File: src/rtl/spi_pkg.sv
// rtl/spi_pkg.sv - shared constants and state encoding for the SPI register responder
package spi_pkg;

  localparam int WORD_WIDTH = 8;
  localparam int FRAME_BITS = 2 * WORD_WIDTH;
  localparam int ADDR_W     = WORD_WIDTH - 1;
  localparam int RW_BIT     = WORD_WIDTH - 1;

  localparam logic RW_READ  = 1'b1;
  localparam logic RW_WRITE = 1'b0;

  typedef enum logic [1:0] {
    IDLE = 2'd0,
    ADDR = 2'd1,
    DATA = 2'd2,
    DONE = 2'd3
  } state_e;

endpackage

File: src/rtl/spi_responder_if.sv
// rtl/spi_responder_if.sv - four-wire SPI bus between master and responder
interface spi_responder_if;

  logic SCLK;
  logic CS;
  logic MOSI;
  logic MISO;

  modport master (
    output SCLK,
    output CS,
    output MOSI,
    input  MISO
  );

  modport slave (
    input  SCLK,
    input  CS,
    input  MOSI,
    output MISO
  );

endinterface

File: src/rtl/spi_sync_edge.sv
// rtl/spi_sync_edge.sv - N-stage synchronizer with rise/fall detection on the last two samples
module spi_sync_edge #(
  parameter int   STAGES    = 2,
  parameter logic RESET_VAL = 1'b0
) (
  input  logic clk,
  input  logic rst_n,
  input  logic d,
  output logic q,
  output logic rise,
  output logic fall
);

  logic [STAGES-1:0] sync_q, sync_d;
  logic              prev_q, prev_d;
  logic [STAGES:0]   vld_q, vld_d;

  // Edges are masked until the chain has refilled after reset, so a line that
  // was already asserted through reset never looks like a fresh edge.
  always_comb begin
    sync_d    = sync_q << 1;
    sync_d[0] = d;
    prev_d    = sync_q[STAGES-1];
    vld_d     = vld_q << 1;
    vld_d[0]  = 1'b1;
  end

  always_ff @(posedge clk or negedge rst_n) begin
    if (!rst_n) begin
      sync_q <= {STAGES{RESET_VAL}};
      prev_q <= RESET_VAL;
      vld_q  <= '0;
    end else begin
      sync_q <= sync_d;
      prev_q <= prev_d;
      vld_q  <= vld_d;
    end
  end

  assign q    = sync_q[STAGES-1];
  assign rise = vld_q[STAGES] &  sync_q[STAGES-1] & ~prev_q;
  assign fall = vld_q[STAGES] & ~sync_q[STAGES-1] &  prev_q;

endmodule

File: src/rtl/spi_responder.sv
// rtl/spi_responder.sv - SPI mode-0 register-protocol slave with fabric notify and read port
module spi_responder
  import spi_pkg::*;
#(
  parameter int                    WORD_WIDTH  = spi_pkg::WORD_WIDTH,
  parameter int                    NUM_REGS    = 16,
  parameter logic [WORD_WIDTH-1:0] ID_VALUE    = 8'hA5,
  parameter int                    SYNC_STAGES = 2,
  localparam int                   HA_W        = $clog2(NUM_REGS)
) (
  input  logic                  i_clock,
  input  logic                  i_reset_n,
  spi_responder_if.slave        spi,
  output logic                  o_wr_strobe,
  output logic [ADDR_W-1:0]     o_wr_addr,
  output logic [WORD_WIDTH-1:0] o_wr_data,
  output logic                  o_rd_strobe,
  output logic                  o_frame_error,
  output logic                  o_busy,
  input  logic [HA_W-1:0]       i_host_addr,
  output logic [WORD_WIDTH-1:0] o_host_data
);

  localparam int                FB         = 2 * WORD_WIDTH;
  localparam int                CNT_W      = $clog2(FB + 1);
  localparam logic [ADDR_W:0]   NUM_REGS_W = (ADDR_W + 1)'(NUM_REGS);

  logic sclk_rise, sclk_fall, unused_sclk_lvl;
  logic cs_rise, cs_fall, cs_lvl;

  spi_sync_edge #(.STAGES(SYNC_STAGES), .RESET_VAL(1'b0)) u_sclk_sync (
    .clk   (i_clock),
    .rst_n (i_reset_n),
    .d     (spi.SCLK),
    .q     (unused_sclk_lvl),
    .rise  (sclk_rise),
    .fall  (sclk_fall)
  );

  // CS resets to its idle (high) level so o_busy stays low through reset.
  spi_sync_edge #(.STAGES(SYNC_STAGES), .RESET_VAL(1'b1)) u_cs_sync (
    .clk   (i_clock),
    .rst_n (i_reset_n),
    .d     (spi.CS),
    .q     (cs_lvl),
    .rise  (cs_rise),
    .fall  (cs_fall)
  );

  logic [SYNC_STAGES-1:0] mosi_sync_q, mosi_sync_d;
  logic                   mosi_s;

  state_e                 state_q, state_d;
  logic [CNT_W-1:0]       cnt_q, cnt_d;
  logic [WORD_WIDTH-1:0]  rx_q, rx_d, rx_shift;
  logic [WORD_WIDTH-1:0]  tx_q, tx_d;
  logic                   rw_q, rw_d;
  logic [ADDR_W-1:0]      addr_q, addr_d;
  logic                   load_q, load_d;
  logic                   miso_q, miso_d;
  logic                   wr_strobe_q, wr_strobe_d;
  logic [ADDR_W-1:0]      wr_addr_q, wr_addr_d;
  logic [WORD_WIDTH-1:0]  wr_data_q, wr_data_d;
  logic                   rd_strobe_q, rd_strobe_d;
  logic                   ferr_q, ferr_d;
  logic [WORD_WIDTH-1:0]  host_q, host_d;
  logic [WORD_WIDTH-1:0]  regs_q [NUM_REGS];
  logic [WORD_WIDTH-1:0]  regs_d [NUM_REGS];
  logic                   in_range;
  logic [WORD_WIDTH-1:0]  rd_val;

  assign mosi_s   = mosi_sync_q[SYNC_STAGES-1];
  assign rx_shift = {rx_q[WORD_WIDTH-2:0], mosi_s};
  assign in_range = ({1'b0, addr_q} < NUM_REGS_W);

  always_comb begin
    mosi_sync_d    = mosi_sync_q << 1;
    mosi_sync_d[0] = spi.MOSI;
  end

  always_comb begin
    rd_val = '0;
    if (addr_q == '0) begin
      rd_val = ID_VALUE;
    end else if (in_range) begin
      rd_val = regs_q[addr_q[HA_W-1:0]];
    end
  end

  always_comb begin
    host_d = (i_host_addr == '0) ? ID_VALUE : regs_q[i_host_addr];
  end

  always_comb begin
    state_d     = state_q;
    cnt_d       = cnt_q;
    rx_d        = rx_q;
    tx_d        = tx_q;
    rw_d        = rw_q;
    addr_d      = addr_q;
    load_d      = 1'b0;
    miso_d      = miso_q;
    wr_strobe_d = 1'b0;
    wr_addr_d   = wr_addr_q;
    wr_data_d   = wr_data_q;
    rd_strobe_d = 1'b0;
    ferr_d      = 1'b0;
    regs_d      = regs_q;

    if (load_q) begin
      tx_d = (rw_q == RW_READ) ? rd_val : '0;
    end

    // CS rise is tested before any SCLK edge so it wins a same-cycle tie.
    unique case (state_q)
      IDLE: begin
        miso_d = 1'b0;
        if (cs_fall) begin
          state_d = ADDR;
          cnt_d   = '0;
          tx_d    = '0;
        end
      end
      ADDR, DATA: begin
        if (cs_rise) begin
          state_d = IDLE;
          miso_d  = 1'b0;
          ferr_d  = (cnt_q != '0);
        end else if (sclk_rise) begin
          rx_d  = rx_shift;
          cnt_d = cnt_q + 1'b1;
          if (state_q == ADDR && cnt_q == CNT_W'(WORD_WIDTH - 1)) begin
            rw_d    = rx_shift[RW_BIT];
            addr_d  = rx_shift[ADDR_W-1:0];
            load_d  = 1'b1;
            state_d = DATA;
          end else if (state_q == DATA && cnt_q == CNT_W'(FB - 1)) begin
            state_d = DONE;
            miso_d  = 1'b0;
          end
        end else if (sclk_fall) begin
          miso_d = tx_q[WORD_WIDTH-1];
          tx_d   = tx_q << 1;
        end
      end
      DONE: begin
        miso_d = 1'b0;
        if (cs_rise) begin
          state_d = IDLE;
          if (cnt_q == CNT_W'(FB)) begin
            if (rw_q == RW_WRITE) begin
              wr_strobe_d = 1'b1;
              wr_addr_d   = addr_q;
              wr_data_d   = rx_q;
              if (in_range && addr_q != '0) begin
                regs_d[addr_q[HA_W-1:0]] = rx_q;
              end
            end else begin
              rd_strobe_d = 1'b1;
            end
          end
        end
      end
    endcase
  end

  always_ff @(posedge i_clock or negedge i_reset_n) begin
    if (!i_reset_n) begin
      mosi_sync_q <= '0;
      state_q     <= IDLE;
      cnt_q       <= '0;
      rx_q        <= '0;
      tx_q        <= '0;
      rw_q        <= RW_WRITE;
      addr_q      <= '0;
      load_q      <= 1'b0;
      miso_q      <= 1'b0;
      wr_strobe_q <= 1'b0;
      wr_addr_q   <= '0;
      wr_data_q   <= '0;
      rd_strobe_q <= 1'b0;
      ferr_q      <= 1'b0;
      host_q      <= '0;
      regs_q      <= '{default: '0};
    end else begin
      mosi_sync_q <= mosi_sync_d;
      state_q     <= state_d;
      cnt_q       <= cnt_d;
      rx_q        <= rx_d;
      tx_q        <= tx_d;
      rw_q        <= rw_d;
      addr_q      <= addr_d;
      load_q      <= load_d;
      miso_q      <= miso_d;
      wr_strobe_q <= wr_strobe_d;
      wr_addr_q   <= wr_addr_d;
      wr_data_q   <= wr_data_d;
      rd_strobe_q <= rd_strobe_d;
      ferr_q      <= ferr_d;
      host_q      <= host_d;
      regs_q      <= regs_d;
    end
  end

  // Gating with the raw pin keeps MISO low the instant CS deasserts.
  assign spi.MISO      = miso_q & ~spi.CS;
  assign o_wr_strobe   = wr_strobe_q;
  assign o_wr_addr     = wr_addr_q;
  assign o_wr_data     = wr_data_q;
  assign o_rd_strobe   = rd_strobe_q;
  assign o_frame_error = ferr_q;
  assign o_busy        = ~cs_lvl;
  assign o_host_data   = host_q;

endmodule

File: src/flat_wrapper.sv
// flat-port wrapper written by rule: the top's interface ports become plain ports
module spi_responder_flat import spi_pkg::*;
#(
  parameter int                    WORD_WIDTH  = spi_pkg::WORD_WIDTH,
  parameter int                    NUM_REGS    = 16,
  parameter logic [WORD_WIDTH-1:0] ID_VALUE    = 8'hA5,
  parameter int                    SYNC_STAGES = 2,
  localparam int                   HA_W        = $clog2(NUM_REGS)
)
  (i_clock, i_reset_n, o_wr_strobe, o_wr_addr, o_wr_data, o_rd_strobe, o_frame_error, o_busy, i_host_addr, o_host_data, spi_SCLK, spi_CS, spi_MOSI, spi_MISO);
  spi_responder_if spi_i ();
  input  logic i_clock;
  input  logic i_reset_n;
  output logic o_wr_strobe;
  output logic [ADDR_W-1:0] o_wr_addr;
  output logic [WORD_WIDTH-1:0] o_wr_data;
  output logic o_rd_strobe;
  output logic o_frame_error;
  output logic o_busy;
  input  logic [HA_W-1:0] i_host_addr;
  output logic [WORD_WIDTH-1:0] o_host_data;
  input wire logic [$bits(spi_i.SCLK)-1:0] spi_SCLK;
  input wire logic [$bits(spi_i.CS)-1:0] spi_CS;
  input wire logic [$bits(spi_i.MOSI)-1:0] spi_MOSI;
  output wire logic [$bits(spi_i.MISO)-1:0] spi_MISO;
  assign spi_i.SCLK = spi_SCLK;
  assign spi_i.CS = spi_CS;
  assign spi_i.MOSI = spi_MOSI;
  assign spi_MISO = spi_i.MISO;
  spi_responder #(.WORD_WIDTH(WORD_WIDTH), .NUM_REGS(NUM_REGS), .ID_VALUE(ID_VALUE), .SYNC_STAGES(SYNC_STAGES)) u_core (.i_clock(i_clock), .i_reset_n(i_reset_n), .spi(spi_i), .o_wr_strobe(o_wr_strobe), .o_wr_addr(o_wr_addr), .o_wr_data(o_wr_data), .o_rd_strobe(o_rd_strobe), .o_frame_error(o_frame_error), .o_busy(o_busy), .i_host_addr(i_host_addr), .o_host_data(o_host_data));
endmodule
File: config.mk
export PLATFORM = sky130hd
export DESIGN_NAME = spi_responder_flat
export DESIGN_NICKNAME = d
export VERILOG_FILES = /design/src/rtl/spi_pkg.sv /design/src/rtl/spi_responder_if.sv /design/src/rtl/spi_sync_edge.sv /design/src/rtl/spi_responder.sv /design/src/flat_wrapper.sv
export SDC_FILE = /design/constraint.sdc
export NUM_CORES = 1
export LEC_CHECK = 0
export ABC_AREA = 1
export ABC_CLOCK_PERIOD_IN_PS = 2200
export BUFFER_PORTS_ARGS = -buffer_cell sky130_fd_sc_hd__clkbuf_2
export CAP_MARGIN = 10
export CELL_PAD_IN_SITES_DETAIL_PLACEMENT = 2
export CELL_PAD_IN_SITES_GLOBAL_PLACEMENT = 2
export CORE_AREA = 3 3 177 179
export CTS_BUF_LIST = sky130_fd_sc_hd__clkbuf_4 sky130_fd_sc_hd__clkbuf_8 sky130_fd_sc_hd__clkbuf_16
export DETAILED_ROUTE_END_ITERATION = 8
export DIE_AREA = 0 0 180 182
export PLACE_DENSITY = 0.8
export SETUP_SLACK_MARGIN = 0.05
export SYNTH_ARGS = -nofsm -noshare
export SYNTH_HDL_FRONTEND = slang
export SYNTH_SLANG_ARGS = --single-unit
File: constraint.sdc
create_clock -name i_clock -period 2.2 [get_ports i_clock]
set_clock_uncertainty 0.2 [all_clocks]
set_input_delay 0.33 -clock i_clock [delete_from_list [all_inputs] [get_ports i_clock]]
set_output_delay 0.33 -clock i_clock [all_outputs]
set_load 0.02 [all_outputs]
==> results of run 1 <==
==> worst max path at each step <==
stage / from / endpoint
after floorplan: u_core.cnt_q[0]$_DFFE_PN0P_ / u_core.regs_q[45]$_DFFE_PN0P_
after global placement: u_core.cnt_q[0]$_DFFE_PN0P_ / u_core.regs_q[112]$_DFFE_PN0P_
after detailed placement: u_core.cnt_q[0]$_DFFE_PN0P_ / u_core.regs_q[45]$_DFFE_PN0P_
after CTS: u_core.cnt_q[0]$_DFFE_PN0P_ / u_core.regs_q[89]$_DFFE_PN0P_
after global routing: u_core.addr_q[0]$_DFFE_PN0P_ / u_core.tx_q[7]$_DFF_PN0_
final: u_core.addr_q[0]$_DFFE_PN0P_ / u_core.regs_q[23]$_DFFE_PN0P_
==> power by group through the flow <==
stage | clock (mW) | combinational (mW) | sequential [mW]
2_1_floorplan | 0 | 0.937 | 3.81
3_3_place_gp | 0 | 1.73 | 3.80
3_5_place_dp | 0 | 1.80 | 3.81
4_1_cts | 3.34 | 1.89 | 3.75
5_1_grt | 3.49 | 2.35 | 3.77
6_report | 3.29 | 2.18 | 3.75
==> kinds of logic (layout without fill, tap and decap cells) <==
kind of cell	count (synthesis)	after routing	synth area share
and+or+nand+nor	560	563	0.244
AOI/OAI and AO/OA	343	343	0.192
DFF	194	194	0.478
buffers and inverters	168	253	0.0765
adders and majority gates	7	7	0.00861
other	1	1	0.000369
xor gates and xnor gates	1	1	0.000861
==> area by class of cell <==
type,count,area share
tap,390,0.0395
multi-input combinational,915,0.386
clock inverter,13,0.0117
inverter,92,0.0289
sequential,194,0.394
timing repair buffer,129,0.104
clock buffer,19,0.0367
==> synth_stat cells (10+ instances only) <==
master | count | area, um^2
nand3_1 | 53 | 265
buf_6 | 14 | 158
clkbuf_1 | 43 | 161
o21ai_0 | 174 | 871
nor2_1 | 53 | 199
o21ai_2 | 47 | 412
dfrtp_1 | 191 | 4780
buf_2 | 13 | 65.1
a21oi_1 | 59 | 295
inv_1 | 82 | 308
nand2_1 | 413 | 1550
nand4_4 | 10 | 213
o21ai_1 | 40 | 200
==> state kept, by name, indices dropped and copies added, names as in the netlist, 5 cells and up <==
signal,cells
u_core.o_wr_addr,7
u_core.tx_q,8
u_core.regs_q,124
u_core.addr_q,7
u_core.cnt_q,5
u_core.o_host_data,8
u_core.o_wr_data,8
u_core.rx_q,8
==> stage by stage <==
step / utilization / hold WS [ns] / instances / setup slack (ns) / setup TNS (ns)
6_report: 0.415 / 0.161 / 1752 / 0.00207 / 0
5_1_grt: 0.415 / 0.175 / 1752 / -0.0450 / -0.205
4_1_cts: 0.403 / 0.160 / 1735 / 0.0382 / 0
3_5_place_dp: 0.373 / 0.140 / 1687 / -0.141 / -5.35
3_3_place_gp: 0.373 / 0.132 / 1687 / -0.0129 / -0.0307
2_1_floorplan: - / -0.166 / 1274 / 0.193 / 0
==> timing repair <==
| item | 4_1_cts | 5_1_grt |
|---|---|---|
| endpoints found under the hold margin | 45 | 0 |
| resized for setup | 15 | 57 |
| endpoints found under the setup margin | 110 | 149 |
| hold buffers | 4 | 0 |
| pin swaps | 1 | 6 |
| gates cloned | 1 | 4 |
| setup buffers | 11 | 13 |
==> metal layers <==
| layer | GRT usage | wire (um) | vias to the layer above |
|---|---|---|---|
| li1 | - | - | 4350 |
| met5 | 0 | 0 | - |
| met2 | 0.433 | 21300 | 292 |
| met3 | 0.0425 | 2040 | 121 |
| met4 | 0.0999 | 1980 | 0 |
| met1 | 0.329 | 18400 | 5155 |
==> flow_metrics.tcl, run 1 <==
set metrics [dict create \
    outcome "finished clean" \
    synth-edff-count 0 \
    syn_nets 1290 \
    area_growth_pct 21.3 \
    clock_insertion_delay_worst_skew_ns 0.45 \
    worstSetupPathDepth 6 \
    yosysWarnings 0 \
    placed_area_um2 11100 \
    crit_path_end_kind "register" \
    overflow 0 \
    cts_sinks 194 \
    cts-buffers-inserted 17 \
    path_cells "buf_6, nand2_1, nor2_2, nand4_4, nand2_1, o21ai_1" \
    fin_crit_sh 0.999 \
    grt_pass1_wl_um 65100 \
    synth_cells 1274 \
    rr_worst_depth 6 \
    fmax_mhz 455 \
    maxSlewHeadroom 0.496 \
    multi_input_area_um2 4760 \
    start_kind "register" \
    synth_area_per_cell_um2 7.98 \
    totalWireLength_um 43700 \
    cpMostUsedCell "nand2_1" \
    start_util 0.342 \
    synth_seq_area_share 0.478 \
    min_to "u_core.u_sclk_sync.vld_q[1]$_DFF_PN0_" \
    drtIter0Drc 828 \
    core.rowCount 63 \
    max_stage_delay_ns 0.56 \
    cp_num_buf_inv 1 \
    path_delay_family "simple AND/OR/NAND/NOR gates" \
    grt_pass1_vias 10600 \
    timing.rr.end "u_core.regs_q[23]$_DFFE_PN0P_" \
    gp_congestion 0.794 \
    viasPerCell 5.66 \
    hold-path-cell-count 0 \
    fillCellCount 3275 \
    netSwitchingFraction 0.350 \
    reg2reg_slack_ns 0.002 \
    drc 0 \
    diodes 0 \
    hp-start "u_core.u_sclk_sync.vld_q[0]$_DFF_PN0_" \
    p_comb_frac 0.237 \
    finalHoldViolCount 0 \
    ios 37 \
    post-route-cell-area_um2 12300 \
    powerDensity_nw_per_um2 747 \
    synth-seq-cells 194 \
    h-tree-depth 4 \
    total_power_mw 9.22 \
    critPathSlowestCell "dfrtp_2" \
    cp_max_fo 18 \
    dr.pass1.iters 5 \
    layout_common_cells "nand2_1 (402), dfrtp_1 (189), o21ai_0 (164)" \
    num_vias 9918 \
    worst_pin_slew_ns 0.755 \
    antenna_left 0 \
    grt_max_degree 60 \
    slew_violations 0 \
    cts_tree "done" \
    clockPowerShare 0.357 \
    p_leak_nw 5.65 \
    grt_usage 0.256 \
    min_period_ns 2.20 \
    grt_antenna_before_repair 0 \
    die_area_um2 32800 \
    critical_path_arrival_ns 2.32 \
    path_clk_slew_ns 0.08 \
    hold_class "reg -> reg" \
    wl_per_cell_um 24.9 \
    die_x_um 180 \
    numPortBuffers 36 \
    finish.net_count 1365 \
    path_class "reg -> reg" \
    rr_startpoint "u_core.addr_q[0]$_DFFE_PN0P_" \
    drive_gt1_frac 0.208 \
    ir_worst_vdd_v 0.000562 \
    max-cap-violations 0 \
    netlist_area_um2 10200 \
    final_common_cell "nand2_1" \
    synth_ff_type "dfrtp_1" \
    p_sw_mw 3.22 \
    ff_latch_area_um2 4860 \
    seq_power_share 0.407 \
    p_int_mw 6.00 \
    die_h_um 182 \
    grt_setup_unrepaired "yes" \
    synthArstFlopShare 1.00 \
    setup_viol 0 \
    hpwl_um 25900 \
    synth_cell_types 41 \
    cts_buffer_depth 2 \
    clockRootBuffer "clkbuf_16" \
    coreArea_um2 29700 \
    cp_data_required_time_ns 2.32 \
]
(Power assumes the default switching activity.)
==> run 2, diff against run 1 <==
--- a/config.mk
+++ b/config.mk
@@ -12,7 +12,6 @@
 export CELL_PAD_IN_SITES_DETAIL_PLACEMENT = 2
 export CELL_PAD_IN_SITES_GLOBAL_PLACEMENT = 2
 export CORE_AREA = 3 3 177 179
-export CTS_BUF_LIST = sky130_fd_sc_hd__clkbuf_4 sky130_fd_sc_hd__clkbuf_8 sky130_fd_sc_hd__clkbuf_16
 export DETAILED_ROUTE_END_ITERATION = 8
 export DIE_AREA = 0 0 180 182
 export PLACE_DENSITY = 0.8
==> constraint.sdc (replaced) <==
create_clock -name i_clock -period 2.2 [get_ports i_clock]
set_clock_uncertainty 0.2 [all_clocks]
set_input_delay 0 -clock i_clock [delete_from_list [all_inputs] [get_ports i_clock]]
set_output_delay 0 -clock i_clock [all_outputs]
set_load 0.02 [all_outputs]
==> run 2 against run 1 <==
Non-clock buffer count increased by 9. Hold slack got worse by 0.12 ns. Cell area decreased by 0.44%. Fmax increased by 1.1%. Sequential cell count unchanged. Highest routed layer unchanged.
==> flow_metrics.tcl, run 2 (synthesized netlist as in run 1, its figures left out) <==
set metrics [dict create \
    crit_path_end_kind "register" \
    totalWireLength_um 42800 \
    setup_viol 0 \
    grt_max_degree 77 \
    p_sw_mw 3.22 \
    die_area_um2 32800 \
    reg2reg_slack_ns 0.03 \
    p_leak_nw 5.63 \
    viasPerCell 5.58 \
    min_period_ns 2.17 \
    fillCellCount 3301 \
    maxSlewHeadroom 0.509 \
    powerDensity_nw_per_um2 772 \
    seq_power_share 0.395 \
    critical_path_arrival_ns 2.33 \
    gp_congestion 0.824 \
    grt_pass1_wl_um 64600 \
    ir_worst_vdd_v 0.000551 \
    numPortBuffers 36 \
    drive_gt1_frac 0.196 \
    cpMostUsedCell "buf_12" \
    post-route-cell-area_um2 12300 \
    clock_insertion_delay_worst_skew_ns 0.47 \
    layout_common_cells "nand2_1 (409), dfrtp_1 (189), o21ai_0 (169)" \
    die_h_um 182 \
    grt_pass1_vias 10700 \
    hpwl_um 26100 \
    h-tree-depth 4 \
    path_cells "buf_4, nor2_4, inv_2, o21ai_4, nor2_8, buf_12, nand4_4, buf_12, nand2_1, o21ai_2" \
    drc 0 \
    worst_pin_slew_ns 0.736 \
    largest_register_ffs 124 \
    cts_sinks 194 \
    drtIter0Drc 821 \
    diodes 0 \
    cts-buffers-inserted 17 \
    path_class "reg -> reg" \
    dr.pass1.iters 5 \
    antenna_left 0 \
    dpl_worst_slack_ns -0.150 \
    die_x_um 180 \
    ios 37 \
    fmax_mhz 460 \
    p_int_mw 6.26 \
    final_common_cell "nand2_1" \
    max-cap-violations 0 \
    cts_buffer_depth 2 \
    max_stage_delay_ns 0.50 \
    finalHoldViolCount 0 \
    placed_area_um2 11000 \
    cp_max_fo 8 \
    area_growth_pct 20.8 \
    finish.net_count 1372 \
    coreArea_um2 29700 \
    grt_setup_unrepaired "yes" \
    hold_class "in -> reg" \
    ff_latch_area_um2 4860 \
    total_power_mw 9.49 \
    p_comb_frac 0.228 \
    netSwitchingFraction 0.340 \
    setup_ws_ns 0.0259 \
    critPathSlowestCell "dfrtp_2" \
    wl_per_cell_um 24.3 \
    start_util 0.342 \
    slew_violations 0 \
    clockRootBuffer "clkbuf_16" \
    final_util 0.413 \
    overflow 0 \
    fin_crit_sh 0.988 \
    finalSetupTns_ns 0 \
    clockPowerShare 0.376 \
    outcome "finished clean" \
    path_clk_slew_ns 0.08 \
    grt_usage 0.254 \
    grt_antenna_before_repair 0 \
    num_vias 9818 \
    multi_input_area_um2 4640 \
    cp_data_required_time_ns 2.35 \
    cts_tree "done" \
    regMostFlops "u_core.regs_q" \
    start_kind "register" \
    core.rowCount 63 \
]
[run 2: cell count changes in the layout (fill, tap and decap cells not counted), sizes merged, moves of 2 or more]
cell,change
inv,-3
nand4,-2
bufinv,+3
buf,+4
dlygate4sd3,+6
[run 2: worst max-delay path: cells and delay by family (launching register included)]
kind	cells	cell delay, ns
buffers and inverters	4	0.72
DFF	1	0.50
and+or+nand+nor	4	0.46
AOI/OAI and AO/OA	2	0.18
[run 2: stage by stage]
| stage | hold slack, ns | cells |
|---|---|---|
| after floorplan | -0.496 | 1274 |
| after global placement | -0.271 | 1686 |
| final | 0.0383 | 1759 |
| after detailed placement | -0.267 | 1686 |
| after global routing | 0.0951 | 1759 |
| after CTS | 0.0187 | 1740 |
[run 2: per-layer routing]
layer / track usage / routed length, um / up-vias
met4: 0.108 / 1580 / 0
met5: 0 / 0 / -
li1: - / - / 4346
met2: 0.428 / 21300 / 256
met1: 0.328 / 18200 / 5133
met3: 0.0359 / 1700 / 83
[run 2: path summary, 6_finish.rpt]
check | from | endpoint | cells past startpoint
max in group asynchronous | i_reset_n | u_core.rx_q[1]$_DFFE_PN0P_ | 4
hold / removal | i_host_addr[1] | u_core.o_host_data[6]$_DFF_PN0_ | 7
hold reg to reg | u_core.u_cs_sync.sync_q[0]$_DFF_PN1_ | u_core.u_cs_sync.sync_q[1]$_DFF_PN1_ | 0
setup / recovery | u_core.addr_q[0]$_DFFE_PN0P_ | u_core.regs_q[41]$_DFFE_PN0P_ | 10
setup reg to reg | u_core.addr_q[0]$_DFFE_PN0P_ | u_core.regs_q[41]$_DFFE_PN0P_ | 10
min in group asynchronous | i_reset_n | u_core.u_cs_sync.sync_q[0]$_DFF_PN1_ | 3
[run 2: power groups by stage]
stage / clock (mW) / sequential, mW / combinational (mW)
after CTS: 3.62 / 3.75 / 1.91
after global placement: 0 / 3.80 / 1.73
after detailed placement: 0 / 3.81 / 1.80
after global routing: 3.76 / 3.76 / 2.32
final: 3.57 / 3.75 / 2.17
after floorplan: 0 / 3.81 / 0.937
[run 2: layout make-up]
| class | instances | share of cell area |
|---|---|---|
| clock buffer | 19 | 0.0360 |
| clock inverter | 13 | 0.0164 |
| inverter | 92 | 0.0288 |
| multi-input combinational | 913 | 0.378 |
| sequential | 194 | 0.396 |
| tap | 390 | 0.0397 |
| timing repair buffer | 138 | 0.106 |
[run 2: timing repair]
action / CTS / global route
buffers inserted: 11 / 17
hold buffers: 11 / 0
hold endpoints to repair: 204 / 0
pin swaps: 2 / 4
endpoints found under the setup margin: 121 / 149
cloned: 0 / 2
resized for setup: 9 / 33
